File: config.mk
export PLATFORM = sky130hd
export DESIGN_NAME = display_bcd_converter
export DESIGN_NICKNAME = d
export VERILOG_FILES = /design/src/rtl/display_bcd_converter.sv
export SDC_FILE = /design/constraint.sdc
export NUM_CORES = 1
export LEC_CHECK = 0
export CAP_MARGIN = 20
export CORE_MARGIN = 3
export CORE_UTILIZATION = 60
export CTS_BUF_LIST = sky130_fd_sc_hd__clkbuf_8 sky130_fd_sc_hd__clkbuf_16
export CTS_CLUSTER_DIAMETER = 40
export DETAILED_ROUTE_END_ITERATION = 12
export MAX_ROUTING_LAYER = met4
export PLACE_DENSITY = 0.83
export SLEW_MARGIN = 40
export SYNTH_ARGS = -nofsm -noshare
export SYNTH_HDL_FRONTEND = slang
export SYNTH_SLANG_ARGS = --single-unit
File: constraint.sdc
create_clock -name clock -period 4.5 [get_ports clock]
set_input_delay 0.675 -clock clock [delete_from_list [all_inputs] [get_ports clock]]
set_output_delay 0.675 -clock clock [all_outputs]
set_load 0.03 [all_outputs]
File: src/rtl/display_bcd_converter.sv
// display_bcd_converter
//
// Multicycle binary-to-decimal display stage. A start request captures a
// WIDTH-bit unsigned word. An iterative shift-and-add-3 (double-dabble)
// engine converts it to BCD, one bit per cycle. The lowest four BCD digits
// then drive four active-low seven-segment buses. Values above 9999 raise
// overflow and show dashes.
//
// Parameters:
//   WIDTH       width of the binary input word (one shift cycle per bit)
//   BCD_DIGITS  internal BCD digit count; 10**BCD_DIGITS must exceed 2**WIDTH
//
// Ports:
//   clock      in   system clock, rising edge
//   reset      in   synchronous active-high reset
//   binary     in   value to convert, sampled only on the accepting edge
//   start      in   conversion request, level-sampled, accepted only in IDLE
//   busy       out  high while the engine is shifting
//   done       out  one-cycle pulse when new digits become valid
//   overflow   out  last converted value exceeded 9999
//   ones, tens, hundreds, thousands
//              out  active-low segments, bit0 = a ... bit6 = g
module display_bcd_converter #(
    parameter int WIDTH      = 32,
    parameter int BCD_DIGITS = 10
) (
    input  logic             clock,
    input  logic             reset,
    input  logic [WIDTH-1:0] binary,
    input  logic             start,
    output logic             busy,
    output logic             done,
    output logic             overflow,
    output logic [6:0]       ones,
    output logic [6:0]       tens,
    output logic [6:0]       hundreds,
    output logic [6:0]       thousands
);

    localparam int BCD_W = 4 * BCD_DIGITS;
    localparam int CNT_W = $clog2(WIDTH + 1);

    // Counter value at which the final (WIDTH-th) shift takes place.
    localparam logic [CNT_W-1:0] LAST_SHIFT = CNT_W'(WIDTH - 1);

    localparam logic [6:0] SEG_BLANK = 7'b1111111;
    localparam logic [6:0] SEG_DASH  = 7'b0111111;

    typedef enum logic [1:0] {
        S_IDLE,
        S_SHIFT,
        S_DONE
    } state_t;

    state_t           state;
    logic [WIDTH-1:0] shift_q;
    logic [BCD_W-1:0] bcd_q;
    logic [CNT_W-1:0] cnt_q;

    logic [BCD_W-1:0]       bcd_adj;
    logic [BCD_W+WIDTH-1:0] joined;
    logic                   upper_nonzero;

    function automatic logic [6:0] seg_encode(input logic [3:0] digit);
        logic [6:0] seg;
        case (digit)
            4'd0:    seg = 7'b1000000;
            4'd1:    seg = 7'b1111001;
            4'd2:    seg = 7'b0100100;
            4'd3:    seg = 7'b0110000;
            4'd4:    seg = 7'b0011001;
            4'd5:    seg = 7'b0010010;
            4'd6:    seg = 7'b0000010;
            4'd7:    seg = 7'b1111000;
            4'd8:    seg = 7'b0000000;
            4'd9:    seg = 7'b0010000;
            default: seg = SEG_BLANK;
        endcase
        return seg;
    endfunction

    // One double-dabble step. Every nibble >= 5 gets +3 first. Then the
    // joined {bcd, shift} word moves left one place, so the binary MSB
    // enters BCD bit 0.
    always_comb begin
        // NOTE: every combinationally assigned signal gets a default first, so no path can hold a stale value and infer a latch.
        bcd_adj = bcd_q;
        for (int i = 0; i < BCD_DIGITS; i++) begin
            if (bcd_q[4*i +: 4] >= 4'd5) begin
                bcd_adj[4*i +: 4] = bcd_q[4*i +: 4] + 4'd3;
            end
        end
        joined = {bcd_adj, shift_q} << 1;
    end

    // Any nonzero digit above the thousands place means the value is > 9999.
    assign upper_nonzero = |bcd_q[BCD_W-1:16];

    always_ff @(posedge clock) begin
        if (reset) begin
            state     <= S_IDLE;
            shift_q   <= '0;
            bcd_q     <= '0;
            cnt_q     <= '0;
            busy      <= 1'b0;
            done      <= 1'b0;
            overflow  <= 1'b0;
            ones      <= SEG_BLANK;
            tens      <= SEG_BLANK;
            hundreds  <= SEG_BLANK;
            thousands <= SEG_BLANK;
        end else begin
            // NOTE: state registers use non-blocking assignments so that every register samples pre-edge values regardless of statement order.
            done <= 1'b0;
            case (state)
                S_IDLE: begin
                    if (start) begin
                        shift_q <= binary;
                        bcd_q   <= '0;
                        cnt_q   <= '0;
                        busy    <= 1'b1;
                        state   <= S_SHIFT;
                    end
                end

                S_SHIFT: begin
                    bcd_q   <= joined[BCD_W+WIDTH-1:WIDTH];
                    shift_q <= joined[WIDTH-1:0];
                    cnt_q   <= cnt_q + 1'b1;
                    if (cnt_q == LAST_SHIFT) begin
                        busy  <= 1'b0;
                        state <= S_DONE;
                    end
                end

                S_DONE: begin
                    overflow <= upper_nonzero;
                    if (upper_nonzero) begin
                        ones      <= SEG_DASH;
                        tens      <= SEG_DASH;
                        hundreds  <= SEG_DASH;
                        thousands <= SEG_DASH;
                    end else begin
                        ones      <= seg_encode(bcd_q[3:0]);
                        tens      <= seg_encode(bcd_q[7:4]);
                        hundreds  <= seg_encode(bcd_q[11:8]);
                        thousands <= seg_encode(bcd_q[15:12]);
                    end
                    done  <= 1'b1;
                    state <= S_IDLE;
                end

                default: begin
                    busy  <= 1'b0;
                    state <= S_IDLE;
                end
            endcase
        end
    end

endmodule
# After elaboration in Yosys (flattened, before gate mapping)
# Memory sizes are Yosys's and may differ from the RTL's. A register that Yosys moved wholly into a read port is not among the register bits.
# Index checks and enable logic that the tools add are counted.
[word_totals]
register_bits = 111
mem_bits_ro = 448
out_inout_bits = 31
wordCells = 83
mem_count = 4
[classes]
addsub = 11
magnitude_cmp = 10
n_eq_ne = 5
muxes = 35
n_bitwise = 1
n_reduce_logical = 6
[mem_list]
columns = ["memory", "words", "width", "read_ports", "rd_ports_with_merged_regs", "wr", "line", "text"]
rows = [
  ["(name not given)", 16, 7, 1, 1, 0, "66", "case (digit)"],
  ["(name not given)", 16, 7, 1, 1, 0, "66", ""],
  ["(name not given)", 16, 7, 1, 1, 0, "66", ""],
  ["(name not given)", 16, 7, 1, 1, 0, "66", ""],
]
[op_table]
columns = ["operator", "n"]
rows = [
  ["40-bit case mux with 2 select lines", 1],
  ["4-bit 2-to-1 mux", 17],
  ["32-bit case mux with 2 select lines", 1],
  ["4-bit by 3-bit >= comparator with 1-bit output (second input constant)", 10],
  ["40-bit 2-to-1 mux", 1],
  ["4-bit by 2-bit adder with 4-bit output (second input constant)", 9],
  ["32-bit 2-to-1 mux", 1],
  ["7-bit 2-to-1 mux", 4],
  ["24-bit OR reduction", 1],
  ["6-bit case mux with 2 select lines", 1],
  ["6-bit by 1-bit adder with 6-bit output (second input constant)", 1],
  ["6-bit by 5-bit equality test with 1-bit output (second input constant)", 1],
  ["6-bit 2-to-1 mux", 1],
  ["2-bit 2-to-1 mux", 2],
  ["2-bit != test (second input constant)", 2],
  ["2-bit case mux with 2 select lines", 1],
  ["2-bit AND reduction", 2],
  ["3-bit by 2-bit adder with 3-bit output (second input constant)", 1],
  ["1-bit 2-to-1 mux", 3],
  ["3-bit 2-to-1 mux", 1],
  ["1-bit case mux with 3 select lines", 1],
  ["3-bit AND reduction", 1],
  ["2-bit by 1-bit equality test with 1-bit output (second input constant)", 1],
  ["2-bit equality test (second input constant)", 1],
  ["other kinds (3)", 3],
]

# Longest topological paths before layout
# Gate-level depths: netlist of run 1.
[depth]
word_depth = 5
ltp_mapped = 11
depth_no_buf = 11

# Worst setup path before layout of run 1
# Ideal clock, no wire load.
[synth_timing]
kind = "input to register"
from = "input port reset"
to = "register (tool-made name)"
setup_time_ns = 0.122
arrival_ns = 2.738
required_ns = 4.378
path_slack_ns = 1.640
cell_stages = 9
path_cell_list = "clkbuf_1 > buf_2 > buf_1 > buf_1 > a31oi_1 > ha_1 > or4_1 > a31oi_1 > o22ai_1"
[synth_lines]
columns = ["item", "line", "text"]
rows = [
  ["start: declaration", "28", "input logic reset,"],
]

==> summary.md, run 1 <==
| Metric | Value |
|---|---|
| Commonest cells after routing, fill and taps aside | dfxtp_1 (139), nand2_1 (111), nor2_1 (76), clkdlybuf4s50_1 (64), ha_1 (47) |
| CTS tree | done |
| Worst path required time | ~4.8 ns |
| Ys flop type | dfxtp_1 |
| First-pass GRT wire length | 25100 µm |
| Vias/cell | 5.96 |
| Worst-path fanout max | 16 |
| Max frequency | 0.364 GHz |
| Fin area | 0.00810 mm² |
| Routed Antenna Nets | 0 |
| Core Box Area | 0.0110 mm² |
| Count of cell types in the netlist | 71 |
| Mapped Area | roughly 0.0069 mm² |
| First-pass iteration count of the detailed router | 5 |
| CTS sink count | about 140 |
| Clock Latency Late Sink | 0.42 ns |
| Inserted Clock Buffers | 17 |
| Total track usage | 0.244 |
| Number of global-route vias before repair | 5533 |
| RePlAce Congestion | 0.871 |
| Post-cts hold buffer count | 0 |
| Post-detail-place hpwl | 9910 µm |
| Outcome | completed |
| Avg Cell Area, Syn | ~8.6 µm² |
| Finished Layout Cells | 989 |
| PD cells | approximately 370 mW/mm² |
| CTS max path bufs | 2 |
| Post-CTS resize count | 0 |
| Antenna Cells | 0 |
| Max Slew Vio Count | 0 |
| Initial antenna violation count | 0 |
| I/O Buffers | 65 |
| Number of synthesized flops with an enable pin | 0 |
| IO Count | 66 |
| Total Nets Final | 918 |
| Final Cycle Share | 0.611 |
| Dpl cell area | 0.00750 mm² |
| # rows | 38 |
| Register area share after synthesis | 0.406 |
| # fillers | 798 |
| Die Height | 113 µm |
| DP Cell Count | 957 |
| Count of final setup violators | 0 |
| Largest net degree at the start of global routing | 68 |
| Mapped Cells | 796 |
| Post-layout util | 0.734 |
| DRT iter0 DRCs | 405 |
| Starting density of the core | 0.622 |
| Synth Net Count | 878 |
| CP Capture Type | register |
| Die area | 0.0128 mm² |
| Leak | 0.00322 µW |
| RSZ-0062 raised after global routing | no |
| Headroom to the max-slew limit | 0.437 |
| Measured slew at the worst slew-check pin | 0.844 ns |
| Die width | 113 µm |
| Most common library cell in the layout ignoring fill and taps | dfxtp_1 |
| Peak VDD IR | 0.000343 V |
| Register area | 0.00278 mm² |
| Final Hold Viols | 0 |
| DR vias | 5897 |
| Multi-input combinational cell area | 0.00367 mm² |
| Post-Route WL | 14900 µm |
| Crit path time final | approximately 2.7 ns |
| Area Growth Syn to Fin | 18.1% |
| Synthesized flop and latch total | 139 |
| Setup TNS | 0 ns |
| Max cap viols | 0 |
| Final Total Pwr | 3000 µW |
| WS Path Type | input pin to register |
| Share of cells above drive strength 1 | 0.0789 |
| Ys async rst share | 0 |
| Root buf cell | clkbuf_16 |
| # DRC | 0 |
| DR WL/cell | 15.1 µm |
| Clock-pin slew on the worst setup and hold paths | 0.06 ns |
| Final Skew | 0.00708 ns |
| Total setup buffers inserted after CTS | 0 |
| H-Tree Depth | 4 |
| Worst setup SP type | input pin |
| Hold crit path type | register to register |
| Synth warn | 0 |
| GRT overflow | 0 |
| WP data arrival | 3.05 ns |
## per-layer routing
| layer | wire length (µm) | global-route usage | vias up |
|---|---|---|---|
| met2 | 7310 | 0.400 | 147 |
| li1 | - | - | 2927 |
| met3 | 644 | 0.0444 | 32 |
| met5 | 0 | - | - |
| met4 | 311 | 0.103 | 0 |
| met1 | 6620 | 0.296 | 2791 |
## logic make-up (layout without fill, tap and decap cells)
kind of cell	after synthesis	after routing	synth area share
flip-flops	139	139	0.406
buffers and inverters	99	152	0.0618
AND/OR/NAND/NOR	284	284	0.191
AO/OA/AOI/OAI	211	211	0.235
multiplexers	2	2	0.00310
adder cells (fa/ha/maj)	47	47	0.0857
XOR/XNOR	14	14	0.0179
## layout make-up
class | count | area share
clock buffers | 24 | 0.0644
clock inverters | 8 | 0.00819
inverters | 46 | 0.0213
multi-input cells | 558 | 0.453
flip-flops and latches | 139 | 0.344
well taps | 140 | 0.0216
repair buffers | 74 | 0.0880
## path summary, 6_finish.rpt
kind | start | end | slack (ns) | depth (start not counted)
min reg2reg | register | hundreds[1]$_SDFFE_PP1P_ | 0.44 | 2
min | register | hundreds[1]$_SDFFE_PP1P_ | 0.44 | 2
max reg2reg | state[0]$_SDFFE_PP0P_ | register | 1.84 | 8
max | start | register | 1.75 | 8
## Yosys cell counts, types with 2 or more instances
cell	n	area (µm²)
a221oi_2	3	45.0
nand4_1	5	31.3
or2_1	2	12.5
o211ai_1	5	37.5
a32oi_1	9	78.8
a211o_1	5	43.8
nor3b_1	5	37.5
o21ai_0	26	130
nand3_1	12	60.1
and3_1	4	25.0
o22ai_1	25	156
a221oi_1	2	17.5
o21a_1	2	15.0
nand2_1	111	417
a21o_1	11	82.6
clkbuf_1	24	90.1
a2111o_1	3	33.8
inv_1	41	154
buf_2	14	70.1
o311a_1	2	20.0
nor3_1	22	110
xnor2_1	14	123
nor4_1	5	31.3
a2111oi_0	4	35.0
or3_1	2	12.5
and2_1	6	37.5
nor2b_1	6	37.5
ha_1	47	588
a31oi_1	8	50.1
a2111oi_2	2	30.0
a22oi_1	11	82.6
nor2_1	76	285
nand2b_1	15	93.8
buf_6	4	45.0
a311oi_1	37	324
and4bb_1	2	25.0
a221o_1	5	50.1
buf_1	9	33.8
a211oi_1	4	30.0
inv_2	5	18.8
dfxtp_1	139	2780
a21oi_1	33	165
## worst max-delay path: stages
cell             delay (ns)
clkdlybuf4s50_1        0.56
o21bai_4               0.20
a32oi_1                0.33
a31oi_1                0.19
ha_1                   0.27
or4_1                  0.53
a31oi_1                0.20
o22ai_1                0.11
## where the power goes
group	internal [µW]	switching [µW]	total (µW)
Combinational	124	202	327
Sequential	1290	33.3	1320
Clock	854	498	1350
Total	2270	734	3000
## per-stage QoR
step	setup WS (ns)	hold WS, ns
floorplan	1.64	0.418
global placement	1.29	0.420
detailed placement	1.20	0.429
CTS	1.64	0.445
global route	1.65	0.455
finish	1.75	0.440
No activity file was read; power rests on OpenSTA's default activity.
==> run 2: changes to the inputs <==
--- a/config.mk
+++ b/config.mk
@@ -7,12 +7,12 @@
 export LEC_CHECK = 0
 export CAP_MARGIN = 20
 export CORE_MARGIN = 3
-export CORE_UTILIZATION = 60
+export CORE_UTILIZATION = 52
 export CTS_BUF_LIST = sky130_fd_sc_hd__clkbuf_8 sky130_fd_sc_hd__clkbuf_16
 export CTS_CLUSTER_DIAMETER = 40
 export DETAILED_ROUTE_END_ITERATION = 12
 export MAX_ROUTING_LAYER = met4
-export PLACE_DENSITY = 0.83
+export PLACE_DENSITY = 0.76
 export SLEW_MARGIN = 40
 export SYNTH_ARGS = -nofsm -noshare
 export SYNTH_HDL_FRONTEND = slang
==> constraint.sdc (replaced) <==
create_clock -name clock -period 2.2 [get_ports clock]
set_input_delay 0.33 -clock clock [delete_from_list [all_inputs] [get_ports clock]]
set_output_delay 0.33 -clock clock [all_outputs]
set_load 0.03 [all_outputs]
==> run 2 against run 1 <==
The run now ends with setup timing left. Highest routed layer unchanged. Via count grew 8.1%. Largest cell class unchanged. Design area is 14% higher. Core utilization fell by 1.4 points.
==> summary.md, run 2 (same netlist as run 1, synthesis figures left out) <==
| Metric | Value |
|---|---|
| Number of global-route vias before repair | 6137 (+11%) |
| Post-Route WL | 17600 µm (+18%) |
| IO Count | 66 (unchanged) |
| CP peak stage delay | 0.47 ns (-0.09 ns) |
| Post-detail-place hpwl | 11600 µm (+17%) |
| Commonest cells after routing, fill and taps aside | dfxtp_1 (132), nand2_1 (110), buf_4 (88), nor2_1 (76), clkdlybuf4s50_1 (64) |
| Final WS setup | -0.00535 ns (-1.76 ns) |
| Worst setup SP type | register |
| Max cap viols | 0 (unchanged) |
| Measured slew at the worst slew-check pin | 0.650 ns (-0.194 ns) |
| Final Hold Viols | 0 (unchanged) |
| Clock Latency Late Sink | 0.43 ns (about the same) |
| I/O Buffers | 65 (unchanged) |
| Routed Antenna Nets | 0 (unchanged) |
| CTS max path bufs | 2 (unchanged) |
| Die area | 0.0146 mm² (+15%) |
| Total Nets Final | 1004 (+9.4%) |
| Worst path required time | 2.54 ns (-2.26 ns) |
| GRT overflow | 0 (unchanged) |
| Headroom to the max-slew limit | 0.566 (+0.129) |
| Final Total Pwr | 6120 µW (+100%) |
| DRT iter0 DRCs | 415 (+2.5%) |
| Area Growth Syn to Fin | 34.1% |
| Leak | 0.00369 µW (+15%) |
| Outcome | finished, violations left |
| Largest net degree at the start of global routing | 68 (unchanged) |
| Initial antenna violation count | 0 (unchanged) |
| R2R setup slack | -0.005 ns (-1.85 ns) |
| DR WL/cell | 15.9 µm (+5.9%) |
| PD cells | 665 mW/mm² (+79%) |
| Hold crit path type | input pin to register |
| Vias/cell | 5.77 (-3.2%) |
| Most common library cell in the layout ignoring fill and taps | dfxtp_1 |
| CP Cell Sequence | inv_4 -> ha_4 -> nand2b_4 -> a2111o_1 -> a31oi_4 -> buf_6 -> inv_4 -> ha_4 -> buf_4 -> a21o_1 -> o22ai_2 |
| Finished Layout Cells | 1105 (+12%) |
| R2R cell count | 11 (+3) |
| Hold Path Cell Cnt | 2 (unchanged) |
| Worst path slowest cell | a2111o_1 |
| Core Box Area | 0.0128 mm² (+16%) |
| Final Cycle Share | 1.00 |
| Peak VDD IR | 0.000397 V (+16%) |
| Starting density of the core | 0.537 (-0.0849) |
| Inserted Clock Buffers | 17 (unchanged) |
| Max frequency | 0.453 GHz |
| Count of final setup violators | 1 (+1) |
| CTS sink count | 139 (unchanged) |
| Share of cells above drive strength 1 | 0.223 (+0.144) |
| # rows | 41 (+7.9%) |
| Max Slew Vio Count | 0 (unchanged) |
| Worst-path fanout max | 3 (-13) |
| DR vias | 6375 (+8.1%) |
| Antenna Cells | 0 (unchanged) |
| DP Cell Count | 1061 (+11%) |
| Setup TNS | -0.00535 ns (-0.00535 ns) |
| First-pass GRT wire length | 28100 µm (+12%) |
| WS Path Type | register to register |
| Post-cts hold buffer count | 0 (unchanged) |
| WP data arrival | 2.55 ns (-0.50 ns) |
| Die width | 121 µm (+7.0%) |
| Final Skew | 0.0153 ns (+0.00825 ns) |
| Root buf cell | clkbuf_16 |
| Failing checks | setup timing |
| RePlAce Congestion | 0.914 (+4.8%) |
| # DRC | 0 (unchanged) |
| CP Capture Type | register |
| CTS tree | done |
| Crit path time final | 2.21 ns |
| Die Height | 121 µm (+7.0%) |
| H-Tree Depth | 4 (unchanged) |
| First-pass iteration count of the detailed router | 5 (unchanged) |
| Total track usage | 0.242 (-0.00226) |
| Clock-pin slew on the worst setup and hold paths | 0.06 ns (about the same) |
| RSZ-0062 raised after global routing | yes |
run 2: cell count changes in the layout (fill, tap and decap cells not counted), moves of 4 or more:
| cell | delta |
|---|---|
| ha_1 | -12 |
| inv_1 | -8 |
| dfxtp_1 | -7 |
| dfxtp_2 | +5 |
| buf_4 | +79 |
| ha_4 | +9 |
| buf_6 | +5 |
| inv_4 | +4 |
run 2: layout make-up:
type	count	area, µm²
fill	924	3570
sequential	139	2800
clock buffer	21	480
clock inverter	9	73.8
inverter	46	183
timing repair buffer	160	1420
tap	172	215
multi-input combinational	558	4040
run 2: worst paths after layout:
| check | startpoint | endpoint |
|---|---|---|
| min reg2reg | register | hundreds[4]$_SDFFE_PP1P_ |
| max reg2reg | bcd_q[13]$_SDFFE_PP0N_ | register |
| max | bcd_q[13]$_SDFFE_PP0N_ | register |
| min | reset | shift_q[22]$_SDFFE_PP0N_ |
run 2: worst max-delay path: cells and delay by family (launching register included):
family	cells	cell delay (ns)
and+or+nand+nor	1	0.13
DFF	1	0.35
adders and majority gates	2	0.29
AOI/OAI and AO/OA	4	0.99
buffers and inverters	4	0.36
run 2: metrics by stage:
stage                     setup WS (ns)   util  instance area, µm²  hold slack [ns]
after floorplan                 0.00347      -                6910            0.418
after global placement           -0.190  0.639                8160            0.420
after detailed placement         -0.249  0.639                8160            0.429
after CTS                       -0.0152  0.694                8870            0.181
after global routing            -0.0845  0.721                9200            0.186
final                          -0.00535  0.721                9200            0.191
run 2: where the power goes:
group | leakage, µW | switching, µW | internal (µW) | total (µW)
logic | 0.00227 | 451 | 301 | 751
registers | 0.00114 | 67.4 | 2630 | 2700
clock network | 0.000283 | 1020 | 1640 | 2670
run 2: layer usage:
metal  GRT usage  share of wire  vias up
li1            -              -     3104
met1       0.268           0.42     3077
met2       0.427           0.53      169
met3      0.0587          0.036       25
met4      0.0807          0.015        0
met5           -              0        -
run 2: what timing repair did:
| action | in CTS | in global routing |
|---|---|---|
| pin swaps | 12 | 29 |
| endpoints found under the hold margin | 0 | 0 |
| setup endpoints to repair | 15 | 24 |
| gates resized for setup | 26 | 56 |
| setup buffers | 6 | 9 |
==> run 3: changes to the inputs <==
--- a/config.mk
+++ b/config.mk
@@ -11,8 +11,8 @@
 export CTS_BUF_LIST = sky130_fd_sc_hd__clkbuf_8 sky130_fd_sc_hd__clkbuf_16
 export CTS_CLUSTER_DIAMETER = 40
 export DETAILED_ROUTE_END_ITERATION = 12
-export MAX_ROUTING_LAYER = met4
 export PLACE_DENSITY = 0.76
+export SETUP_SLACK_MARGIN = 0.05
 export SLEW_MARGIN = 40
 export SYNTH_ARGS = -nofsm -noshare
 export SYNTH_HDL_FRONTEND = slang
==> run 3 against run 2 <==
The flow still finishes with violations (setup timing). Combinational power up 0.5%. Non-clock buffer count down 9. Clock power up 6%. Core utilization down 0.41 points. Die area unchanged. Hold slack better by 0.20 ns. First-iteration DRC count down 0.24%. Sequential share of layout area up 0.16 points. Wire length up 0.25%. Fmax down 0.93%. Largest cell class unchanged.
==> summary.md, run 3 (same netlist as run 1, synthesis figures left out) <==
| Metric | Value |
|---|---|
| CP Cell Sequence | inv_2 -> ha_2 -> nand2b_4 -> or4b_4 -> a21oi_4 -> buf_6 -> inv_2 -> ha_4 -> nand2_1 -> o21ai_1 -> a21o_1 -> o22ai_2 |
| Die width | 121 µm (unchanged) |
| R2R cell count | 12 (+1) |
| RSZ-0062 raised after global routing | yes |
| Core Box Area | 0.0128 mm² (unchanged) |
| CP startpoint | bcd_q[8]$_SDFFE_PP0N_ |
| Initial antenna violation count | 0 (unchanged) |
| R2R setup slack | -0.03 ns (-0.02 ns) |
| Total track usage | 0.236 (-0.00551) |
| H-Tree Depth | 4 (unchanged) |
| Max Slew Vio Count | 0 (unchanged) |
| Clock-pin slew on the worst setup and hold paths | 0.06 ns (about the same) |
| Post-detail-place hpwl | 11400 µm (-2.1%) |
| Commonest cells after routing, fill and taps aside | dfxtp_1 (129), nand2_1 (110), buf_4 (78), nor2_1 (75), clkdlybuf4s50_1 (64) |
| Routed Antenna Nets | 0 (unchanged) |
| Headroom to the max-slew limit | 0.535 (-0.0310) |
| Max frequency | 0.449 GHz (-0.93%) |
| Worst path slowest cell | or4b_4 |
| Max cap viols | 0 (unchanged) |
| Fin area | 0.00915 mm² (-0.57%) |
| Switching Power | 1550 µW (+0.59%) |
| Post-cts hold buffer count | 0 (unchanged) |
| Clk network pwr share | 0.450 (+0.014) |
| Count of final setup violators | 2 (+1) |
| Dpl cell area | 0.00812 mm² (-0.58%) |
| # fillers | 891 (-3.6%) |
| First-pass GRT wire length | 28300 µm (+0.74%) |
| Share of cells above drive strength 1 | 0.223 (-0.000234) |
| CP delay by family, top | simple AND/OR/NAND/NOR gates |
| Largest net degree at the start of global routing | 68 (unchanged) |
| Worst setup SP type | register |
| Worst path required time | 2.55 ns (about the same) |
| DR WL/cell | 16.1 µm (+0.98%) |
| CTS sink count | 139 (unchanged) |
| Hold Path Cell Cnt | 3 (+1) |
| Vias/cell | 5.75 (-0.36%) |
| Comb power frac | 0.120 (-0.003) |
| Final Hold Viols | 0 (unchanged) |
| Sw Share | 0.247 (-0.00516) |
| Final Total Pwr | 6280 µW (+2.7%) |
| Post-Route WL | 17600 µm (+0.25%) |
| Die Height | 121 µm (unchanged) |
| Final WS setup | -0.0261 ns (-0.0207 ns) |
| Hold crit path type | input pin to register |
| Most common library cell in the layout ignoring fill and taps | dfxtp_1 |
| Area Growth Syn to Fin | 33.4% |
| Clock Latency Late Sink | 0.42 ns (about the same) |
| First-pass iteration count of the detailed router | 5 (unchanged) |
| CTS tree | done |
| Die area | 0.0146 mm² (unchanged) |
| WS Path Type | register to register |
| Starting density of the core | 0.537 (unchanged) |
| Final Cycle Share | 1.01 (+0.00941) |
| Reg-to-reg startpoint | bcd_q[8]$_SDFFE_PP0N_ |
| Critical path depth | 12 (+1) |
| PD cells | 686 mW/mm² (+3.3%) |
| Total Nets Final | 995 (-0.90%) |
| I/O Buffers | 65 (unchanged) |
| CP Capture Type | register |
| Measured slew at the worst slew-check pin | 0.697 ns (+0.0465 ns) |
| CTS max path bufs | 2 (unchanged) |
| GRT overflow | 0 (unchanged) |
| DRT iter0 DRCs | 414 (-0.24%) |
| Crit path time final | 2.23 ns (+0.0207 ns) |
| Peak VDD IR | 0.000566 V (+43%) |
| Number of global-route vias before repair | 6187 (+0.81%) |
| DR vias | 6306 (-1.1%) |
| Worst-path fanout max | 4 (+1) |
| WP data arrival | 2.58 ns (+0.03 ns) |
| Pint | 4730 µW (+3.4%) |
| CP bufs+invs | 3 (-1) |
| # rows | 41 (unchanged) |
| CP dominant cell by count | inv_2 |
| CP peak stage delay | 0.49 ns (+0.02 ns) |
| Leak | 0.00366 µW (-0.81%) |
| IO Count | 66 (unchanged) |
| RePlAce Congestion | 0.878 (-3.9%) |
| Outcome | finished, violations left |
| # DRC | 0 (unchanged) |
| Setup TNS | -0.0337 ns (-0.0283 ns) |
| Root buf cell | clkbuf_16 |
| Flop pwr share | 0.430 (-0.011) |
| Inserted Clock Buffers | 17 (unchanged) |
| Failing checks | setup timing |
| Final Skew | 0.00599 ns (-0.00933 ns) |
| Antenna Cells | 0 (unchanged) |
## run 3: changes by cell type in the layout (fill, tap and decap cells not counted), sizes merged
cell | before | now
clkbuf | 21 | 22
clkinv | 5 | 4
bufinv | 1 | 2
buf | 96 | 87
## run 3: what timing repair did
action,4_1_cts,5_1_grt
gates cloned,0,0
setup buffers,7,5
endpoints found under the setup margin,20,27
gates resized for setup,42,34
pin swaps,14,17
hold endpoints to repair,0,0
## run 3: worst min path at each step
stage / from / to / slack, ns
detailed placement: register / hundreds[4]$_SDFFE_PP1P_ / 0.43
CTS: reset / bcd_q[12]$_SDFFE_PP0N_ / 0.35
finish: reset / bcd_q[8]$_SDFFE_PP0N_ / 0.39
floorplan: register / hundreds[0]$_SDFFE_PP1P_ / 0.42
global placement: register / ones[2]$_SDFFE_PP1P_ / 0.42
global route: reset / register / 0.39
## run 3: power groups by stage
stage / clock network, µW / logic (µW) / registers (µW)
4_1_cts: 2860 / 734 / 2700
3_5_place_dp: 0 / 722 / 2750
6_report: 2830 / 755 / 2700
3_3_place_gp: 0 / 700 / 2750
5_1_grt: 2980 / 821 / 2720
2_1_floorplan: 0 / 413 / 2810
## run 3: final cells by class
type / instances / area (µm²) / area share
Timing Repair Buffer: 151 / 1350 / 0.147
Sequential cell: 139 / 2800 / 0.305
Inverter: 46 / 178 / 0.0194
Multi-Input combinational cell: 558 / 4030 / 0.440
Clock inverter: 9 / 95.1 / 0.0104
Tap cell: 172 / 215 / 0.0235
Clock buffer: 22 / 494 / 0.0540
## run 3: worst min-delay path, cell delays in order
cell and delay (ns):
buf_4 0.13, buf_12 0.23, a21oi_1 0.06
## run 3: layer usage
layer  global-route usage  vias to the layer above  share of wire  wire length (µm)
li1                     -                     3079              -                 -
met1                0.269                     3040           0.41              7250
met2                0.422                      157           0.53              9310
met3               0.0625                       30          0.042               746
met4               0.0892                        0          0.020               350
met5                    0                        -              0                 0
## run 3: metrics by stage
step	worst slack [ns]	util	instances	hold WS, ns
after CTS	-0.0338	0.701	1092	0.349
after detailed placement	-0.233	0.635	1054	0.430
after global routing	-0.113	0.716	1097	0.391
after global placement	-0.155	0.635	1054	0.421
after floorplan	0.0458	-	796	0.418
final	-0.0261	0.716	1097	0.386
